## src/rtl/kanagawa_race_monitor_pkg.sv

```systemverilog
// Shared types for the race rate monitor: FSM encoding, counter widths and
// the report layout handed to the one-entry output register.
package kanagawa_race_monitor_pkg;

  localparam int WIN_IDX_W  = 16;
  localparam int DROP_CNT_W = 8;

  typedef enum logic {
    INIT = 1'b0,
    RUN  = 1'b1
  } mon_state_e;

  // Layout at the default widths; the top re-declares it at its own widths.
  typedef struct packed {
    logic [15:0]          delta;
    logic [31:0]          total;
    logic [WIN_IDX_W-1:0] window_idx;
  } race_report_t;

endpackage

```

## src/rtl/kanagawa_race_report_reg.sv

```systemverilog
// One-entry valid/ready holding register for window reports. A load that
// finds the slot occupied and not draining is refused and flagged as dropped.
module kanagawa_race_report_reg
  import kanagawa_race_monitor_pkg::*;
#(
  parameter type rpt_t = race_report_t
) (
  input  logic clk,
  input  logic rst,
  input  logic load_i,
  input  rpt_t rpt_i,
  input  logic ready_i,
  output logic valid_o,
  output rpt_t rpt_o,
  output logic dropped_o
);

  logic valid_q, valid_d;
  rpt_t rpt_q, rpt_d;
  logic accept;

  always_comb begin
    accept    = load_i && (!valid_q || ready_i);
    dropped_o = load_i && !accept;
    valid_d   = valid_q;
    rpt_d     = rpt_q;
    if (accept) begin
      valid_d = 1'b1;
      rpt_d   = rpt_i;
    end else if (valid_q && ready_i) begin
      valid_d = 1'b0;
    end
  end

  always_ff @(posedge clk) begin
    if (rst) begin
      valid_q <= 1'b0;
      rpt_q   <= '0;
    end else begin
      valid_q <= valid_d;
      rpt_q   <= rpt_d;
    end
  end

  assign valid_o = valid_q;
  assign rpt_o   = rpt_q;

endmodule

```

## src/rtl/kanagawa_race_rate_monitor.sv

```systemverilog
// Windowed rate monitor: samples the running race total once per window and
// reports the saturated delta, raw total and window index, with a sticky alarm.
module kanagawa_race_rate_monitor
  import kanagawa_race_monitor_pkg::*;
#(
  parameter int COUNTER_WIDTH = 32,
  parameter int DELTA_WIDTH   = 16,
  parameter int WINDOW_CYCLES = 1024
) (
  input  logic                     clk,
  input  logic                     rst,
  input  logic [COUNTER_WIDTH-1:0] race_count_in,
  input  logic [DELTA_WIDTH-1:0]   threshold_in,
  input  logic                     alarm_clear_in,
  output logic                     report_valid_out,
  input  logic                     report_ready_in,
  output logic [DELTA_WIDTH-1:0]   report_delta_out,
  output logic [COUNTER_WIDTH-1:0] report_total_out,
  output logic [WIN_IDX_W-1:0]     report_window_idx_out,
  output logic                     alarm_out,
  output logic [DROP_CNT_W-1:0]    dropped_reports_out
);

  localparam int WCW = $clog2(WINDOW_CYCLES);

  typedef struct packed {
    logic [DELTA_WIDTH-1:0]   delta;
    logic [COUNTER_WIDTH-1:0] total;
    logic [WIN_IDX_W-1:0]     window_idx;
  } rpt_t;

  mon_state_e               state_q, state_d;
  logic [WCW-1:0]           win_cnt_q, win_cnt_d;
  logic [COUNTER_WIDTH-1:0] base_q, base_d;
  logic [WIN_IDX_W-1:0]     idx_q, idx_d;
  logic                     alarm_q, alarm_d;
  logic [DROP_CNT_W-1:0]    drop_q, drop_d;
  logic                     capture, win_end, rpt_dropped;
  logic [COUNTER_WIDTH-1:0] raw;
  logic [DELTA_WIDTH-1:0]   delta;
  rpt_t                     rpt_new, rpt_out;

  always_ff @(posedge clk) begin
    if (rst) state_q <= INIT;
    else     state_q <= state_d;
  end

  always_comb begin
    state_d = state_q;
    case (state_q)
      INIT:    state_d = RUN;
      RUN:     state_d = RUN;
      default: state_d = INIT;
    endcase
  end

  always_comb begin
    capture = (state_q == INIT);
    win_end = (state_q == RUN) && (win_cnt_q == WCW'(WINDOW_CYCLES - 1));
  end

  // Modular subtraction absorbs upstream counter wrap-around.
  assign raw = race_count_in - base_q;

  if (COUNTER_WIDTH > DELTA_WIDTH) begin : g_sat
    assign delta = (|raw[COUNTER_WIDTH-1:DELTA_WIDTH]) ? '1 : raw[DELTA_WIDTH-1:0];
  end else begin : g_nosat
    assign delta = raw;
  end

  always_comb begin
    win_cnt_d = (capture || win_end) ? '0 : win_cnt_q + 1'b1;
    base_d    = (capture || win_end) ? race_count_in : base_q;
    idx_d     = win_end ? idx_q + 1'b1 : idx_q;
    alarm_d   = alarm_q;
    if (win_end && (delta > threshold_in)) alarm_d = 1'b1;
    else if (alarm_clear_in)               alarm_d = 1'b0;
    drop_d    = (rpt_dropped && (drop_q != '1)) ? drop_q + 1'b1 : drop_q;
    rpt_new   = '{delta: delta, total: race_count_in, window_idx: idx_q};
  end

  always_ff @(posedge clk) begin
    if (rst) begin
      win_cnt_q <= '0;
      base_q    <= '0;
      idx_q     <= '0;
      alarm_q   <= 1'b0;
      drop_q    <= '0;
    end else begin
      win_cnt_q <= win_cnt_d;
      base_q    <= base_d;
      idx_q     <= idx_d;
      alarm_q   <= alarm_d;
      drop_q    <= drop_d;
    end
  end

  kanagawa_race_report_reg #(.rpt_t(rpt_t)) u_rpt (
    .clk       (clk),
    .rst       (rst),
    .load_i    (win_end),
    .rpt_i     (rpt_new),
    .ready_i   (report_ready_in),
    .valid_o   (report_valid_out),
    .rpt_o     (rpt_out),
    .dropped_o (rpt_dropped)
  );

  assign report_delta_out      = rpt_out.delta;
  assign report_total_out      = rpt_out.total;
  assign report_window_idx_out = rpt_out.window_idx;
  assign alarm_out             = alarm_q;
  assign dropped_reports_out   = drop_q;

endmodule

```

## config.mk

```make
export PLATFORM = sky130hd
export DESIGN_NAME = kanagawa_race_rate_monitor
export DESIGN_NICKNAME = d
export VERILOG_FILES = /design/src/rtl/kanagawa_race_monitor_pkg.sv /design/src/rtl/kanagawa_race_report_reg.sv /design/src/rtl/kanagawa_race_rate_monitor.sv
export SDC_FILE = /design/constraint.sdc
export NUM_CORES = 1
export LEC_CHECK = 0
export ABC_AREA = 0
export BUFFER_PORTS_ARGS = -buffer_cell sky130_fd_sc_hd__buf_4
export CORE_ASPECT_RATIO = 1.75
export CORE_UTILIZATION = 30
export CTS_CLUSTER_DIAMETER = 30
export CTS_CLUSTER_SIZE = 14
export DETAILED_ROUTE_END_ITERATION = 8
export HOLD_SLACK_MARGIN = 0.05
export SYNTH_ARGS = -nofsm -noshare
export SYNTH_HDL_FRONTEND = slang
export SYNTH_SLANG_ARGS = --single-unit
```

## constraint.sdc

```tcl
create_clock -name clk -period 5.7 [get_ports clk]
set_clock_uncertainty 0.15 [all_clocks]
set_input_delay 0.285 -clock clk [delete_from_list [all_inputs] [get_ports clk]]
set_output_delay 0.285 -clock clk [all_outputs]
set_load 0.05 [all_outputs]
```

# ---- Word level (Yosys, flattened, before mapping)
# Index checks and enable logic that the tools add are counted.
dict set report op_classes {
  eq_ne 2
  addsub 4
  n_bitwise 1
  muxes 6
  n_reduce_logical 14
  mul 0
  div 0
  shifts 0
  order_cmp 1
}
# cell n
set ops {}
lappend ops {{subtractor 32 bit} 1}
lappend ops {{adder 16 x 1 -> 16 bit (second input constant)} 1}
lappend ops {{greater-than comparator 16 bit} 1}
lappend ops {{two-way mux 16 bit} 1}
lappend ops {{OR reduction 16 bit} 1}
lappend ops {{adder 10 x 1 -> 10 bit (second input constant)} 1}
lappend ops {{== test 10 bit (second input constant)} 1}
lappend ops {{adder 8 x 1 -> 8 bit (second input constant)} 1}
lappend ops {{inequality test 8 bit (second input constant)} 1}
lappend ops {{logical AND 1 bit} 6}
lappend ops {{two-way mux 1 bit} 5}
lappend ops {{nonzero test 2 bit} 2}
lappend ops {{logical NOT 1 bit} 2}
lappend ops {{logical OR 1 bit} 2}
lappend ops {{OR reduction 2 bit} 1}
lappend ops {{NOT 1 bit} 1}
dict set report totals {
  output_inout_bits 74
  rom_bits 0
  reg_bits 133
  memories 0
  mem_bits_rw 0
  latch_bits 0
}

# ---- Depth between registers and ports, before layout
dict set report depth {
  depth_word 6
  ltp_mapped 23
}

# ---- Hierarchy
# Synthesis repeated with hierarchy kept, for this count alone.
dict set report unflattened {
  hier_cells 972
  hier_area_um2 8165.3
}
# module cells_each seq_area_each_um2 n_inst area_each_um2
set modules_own_cells {}
lappend modules_own_cells {kanagawa_race_rate_monitor 689 1361.3 1 5190.0}
lappend modules_own_cells {kanagawa_race_report_reg 283 1301.2 1 2975.4}

# ---- Least setup slack after synthesis
# Ideal clock, no wire load.
dict set report synth_path {
  kind {input to register}
  from {input race_count_in[0]}
  to {register alarm_q (netlist: alarm_out)}
  arrival_time_ns 4.562
  path_slack_ns 0.872
  n_path_buf 1
  required_time_ns 5.434
  setup_ns 0.116
  path_stages 23
  cell_sequence {inv_1 > ha_1 > fa_1 > nor2b_1 > o2111ai_1 > a21oi_1 > nor2_1 > o21ai_0 > xor2_1 > or4_1 > nor4_4 > buf_4 > nand4_1 > ha_1 > nor2b_1 > o21a_1 > o21ai_0 > nand2b_1 > a21oi_1 > o21ai_0 > a221oi_1 > o21ai_0 > a41o_1}
}
dict set report synth_via {
  elab_chain_len 6
  elab_cells_between_ends 7
}
# element line_no
set synth_rtl {}
lappend synth_rtl {{from (decl)} kanagawa_race_rate_monitor.sv:12} ;# input logic [COUNTER_WIDTH-1:0] race_count_in,
lappend synth_rtl {{subtractor 32 bit (*)} kanagawa_race_rate_monitor.sv:63} ;# assign raw = race_count_in - base_q;
lappend synth_rtl {{OR reduction 16 bit} kanagawa_race_rate_monitor.sv:66} ;# assign delta = (|raw[COUNTER_WIDTH-1:DELTA_WIDTH]) ? '1 : raw[DELTA_WIDTH-1:0];
lappend synth_rtl {{two-way mux 16 bit (*)} kanagawa_race_rate_monitor.sv:66}
lappend synth_rtl {{net delta[1]} kanagawa_race_rate_monitor.sv:40} ;# logic [DELTA_WIDTH-1:0] delta;
lappend synth_rtl {{greater-than comparator 16 bit (*)} kanagawa_race_rate_monitor.sv:76} ;# if (win_end && (delta > threshold_in)) alarm_d = 1'b1;
lappend synth_rtl {{logical AND 1 bit (*)} kanagawa_race_rate_monitor.sv:76}
lappend synth_rtl {{two-way mux 1 bit / nonzero test 2 bit (equally long branches)} -}
lappend synth_rtl {{to (signal assigned)} kanagawa_race_rate_monitor.sv:93} ;# alarm_q <= alarm_d;
lappend synth_rtl {{to (decl)} kanagawa_race_rate_monitor.sv:36} ;# logic alarm_q, alarm_d;
# Mark *: on every way through the listed nets, which the timed path passes. The rest lies on a longest branch.
# A chain may end at the register's enable or synchronous reset.

# ---- Final worst setup path
# Ends and elaborated chain as after synthesis.

==> summary.md <==
| Metric | Value |
|---|---|
| Status | `complete, no violations` |
| Net count after synthesis | `1108` |
| Post-Syn Area | `0.00770 mm^2` |
| GR Util All Layers | `0.183` |
| Post-synth cell types | `69` |
| Max_cap viols | `0` |
| CTS tree | `yes` |
| Crit path DAT | `5530 ps` |
| Post-synth ARST share | `0` |
| FP Rows | `77` |
| NetSw | `0.000732 W` |
| Crit start category | `input port` |
| Via density | `5.08` |
| GRT overflow | `0` |
| PortBufs | `125` |
| Final Setup Violations | `0` |
| Hold depth | `3` |
| Reg power frac | `0.375` |
| Critical-path cell list | `dlygate4sd3_1 > buf_4 > inv_1 > ha_1 > fa_1 > nor2b_1 > o2111ai_2 > a2111oi_2 > nor2_1 > a211o_1 > a21boi_0 > o22ai_1 > nor4_4 > nand4_1 > ha_1 > nor2b_1 > o21a_1 > o21ai_0 > nand2b_1 > a21oi_1 > o21ai_0 > a221oi_1 > o21ai_0 > a41o_1` |
| Final wirelength | `23.4 mm` |
| Slew @ Worst Pin | `1130 ps` |
| Syn avg cell area | `7.67 um^2` |
| Final cell count without fillers | `1474` |
| Initial antenna violation count | `0` |
| First-pass GRT wire length | `36.9 mm` |
| Drt pass-1 iters | `6` |
| DR DRC count | `0` |
| CP most frequent cell | `o21ai_0` |
| Full die area | `0.0264 mm^2` |
| Relative slew slack | `0.240` |
| Gate power share | `0.192` |
| Fin util | `0.390` |
| Clk pwr share | `0.434` |
| Pwr Density | `258 mW/mm^2` |
| I/O Pins | `126` |
| GPL Wtd Cong | `0.942` |
| Vias | `7494` |
| Yosys warning total | `0` |
| Clock root cell | `clkbuf_16` |
| First-iteration detailed-routing DRC count | `396` |
| Seq/Total Area, Yosys | `0.346` |
| Post-synth top area share | `0.346` |
| Worst Path Max Fanout | `4` |
| Initial core utilization | `0.305` |
| Synth top area cells | `dfxtp_1 35%, nand2_1 10%, a21oi_1 8.3%, ha_1 8.1%, nor2_1 3.4%` |
| Post-synthesis register bit count | `133` |
| Dpl cells | `1411` |
| Worst vdd rail ir drop | `0.000186 V` |
| Critical Path Sink Type | `flop` |
| EDFF count, synth | `0` |
| Crit-path max cell delay | `530 ps` |
| Register area | `0.00266 mm^2` |
| Clk_lat worst skew | `440 ps` |
| Layout net count | `1250` |
| WP data required | `5880 ps` |
| P_leak | `3.92 nW` |
| CTS Buffer Depth | `2` |
| Period utilisation layout | `0.939` |
| Ratio of cells with drive above 1 in the final layout | `0.174` |
| Crit path time final | `5350 ps` |
| Cells after synthesis | `1005` |
| Largest net degree at the start of global routing | `64` |
| Routed len/inst | `15.8 um` |
| R2R cell count | `21` |
| Multi-input gate area | `0.00461 mm^2` |
| H-tree Lvls | `4` |
| Core area | `0.0252 mm^2` |
| FILL cells | `2605` |
| Antenna-violating nets left | `0` |
| CP Class | `input port to flop` |
| Fmax | `187 MHz` |
| Critical path's slowest cell | `dlygate4sd3_1` |
| Chip width | `123 um` |
| Cell taking the most area after synthesis | `dfxtp_1` |
| Post-DP HPWL | `17.6 mm` |
| Synthesis-to-finish area growth | `27.6%` |
| Total internal power | `0.00180 W` |
| Vias in the first global route | `7366` |
| CTS buffer count | `17` |
| Final hold viol count | `0` |
| Die Y | `214 um` |
| Slew Limit Fails | `0` |
| Primary FF master, synth | `dfxtp_1` |
| Switch share | `0.289` |
| Clock Sinks | `133` |
| Worst-path clk slew | `60 ps` |
| Worst min path class | `input port to flop` |
| # diodes | `0` |
[cells in the mapped netlist, types with 11 or more instances]
| cell | number |
|---|---|
| clkbuf_1 | 26 |
| xnor2_1 | 23 |
| nand3_1 | 21 |
| nand2_1 | 212 |
| o21ai_0 | 40 |
| xor2_1 | 29 |
| dfxtp_1 | 133 |
| inv_1 | 55 |
| nor2_1 | 69 |
| nor3_1 | 23 |
| a21oi_1 | 128 |
| ha_1 | 50 |
| a21o_1 | 14 |
| a31oi_1 | 13 |
| nand4_1 | 30 |
| a31oi_2 | 11 |
[cells by family after synthesis]
kind of cell,count (synthesis),synth area share
AO/OA/AOI/OAI,259,0.211
adder cells (fa/ha/maj),51,0.0838
multiplexers,3,0.00390
flip-flops,133,0.346
buffers and inverters,104,0.0607
AND/OR/NAND/NOR,403,0.236
XOR/XNOR,52,0.0591
[cell type report]
class / count / share of cell area
repair buffers: 172 / 0.140
inverters: 55 / 0.0210
clock buffers: 20 / 0.0475
well taps: 316 / 0.0402
clock inverters: 10 / 0.0125
flip-flops and latches: 133 / 0.271
multi-input cells: 768 / 0.468
[state kept, by name (all words and copies together), names as in the netlist]
signal / flops
u_rpt.rpt_o: 64
base_q: 32
state_q: 1
u_rpt.valid_o: 1
win_cnt_q: 10
alarm_out: 1
dropped_reports_out: 8
idx_q: 16
[metal layers]
metal	vias to the layer above	wire length, um	GRT usage
met3	62	596	0.0312
met4	0	1200	0.113
met5	-	0	0
met2	171	12900	0.338
li1	3753	-	-
met1	3508	8700	0.183
[worst paths after layout]
check / end / start / slack, ps
hold / removal: u_rpt.valid_o$_SDFFE_PP0P_ / report_ready_in / 110
setup reg to reg: alarm_out$_SDFFE_PP0P_ / base_q[0]$_SDFFE_PP0P_ / 580
setup / recovery: alarm_out$_SDFFE_PP0P_ / race_count_in[0] / 350
hold reg to reg: base_q[7]$_SDFFE_PP0P_ / base_q[7]$_SDFFE_PP0P_ / 300
[power by group through the flow]
stage	Combinational, W	Sequential (W)	Clock (W)
6_report	0.000486	0.000950	0.00110
5_1_grt	0.000533	0.000951	0.00117
4_1_cts	0.000482	0.000950	0.00113
3_5_place_dp	0.000462	0.000971	0
3_3_place_gp	0.000460	0.000970	0
2_1_floorplan	0.000320	0.000969	0
[critical path: cells and delay by family]
| family | cells | cell delay, ps |
|---|---|---|
| buffers and inverters | 3 | 690 |
| AOI/OAI and AO/OA | 12 | 2560 |
| adders and majority gates | 3 | 970 |
| and+or+nand+nor | 6 | 1030 |
[repair_timing]
action	CTS	global route
setup endpoints to repair	0	1
hold endpoints to repair	64	0
gates resized for setup	0	4
buffers inserted	0	0
hold buffers	33	0
[per-stage QoR]
stage	setup slack, ps	TNS, ps	hold WS (ps)	instance area [um^2]	power (W)
global placement	532	0	288	8900	0.00143
global route	-38.9	-38.9	140	9830	0.00265
detailed placement	495	0	293	8900	0.00143
finish	349	0	114	9830	0.00254
floorplan	872	0	271	7700	0.00129
CTS	382	0	117	9820	0.00257
[placed cells by master, fill, tap and decap left out, types with 12 or more instances in the layout]
cell type | Yosys | layout
a21o_1 | 14 | 14
a21oi_1 | 128 | 127
a31oi_1 | 13 | 12
a31oi_2 | 11 | 12
buf_4 | 4 | 139
clkbuf_16 | 0 | 17
dfxtp_1 | 133 | 133
dlygate4sd3_1 | 1 | 33
ha_1 | 50 | 50
inv_1 | 55 | 55
nand2_1 | 212 | 211
nand3_1 | 21 | 21
nand4_1 | 30 | 30
nor2_1 | 69 | 69
nor3_1 | 23 | 23
o21ai_0 | 40 | 40
xnor2_1 | 23 | 23
xor2_1 | 29 | 29
No activity file was read; power rests on OpenSTA's default activity.
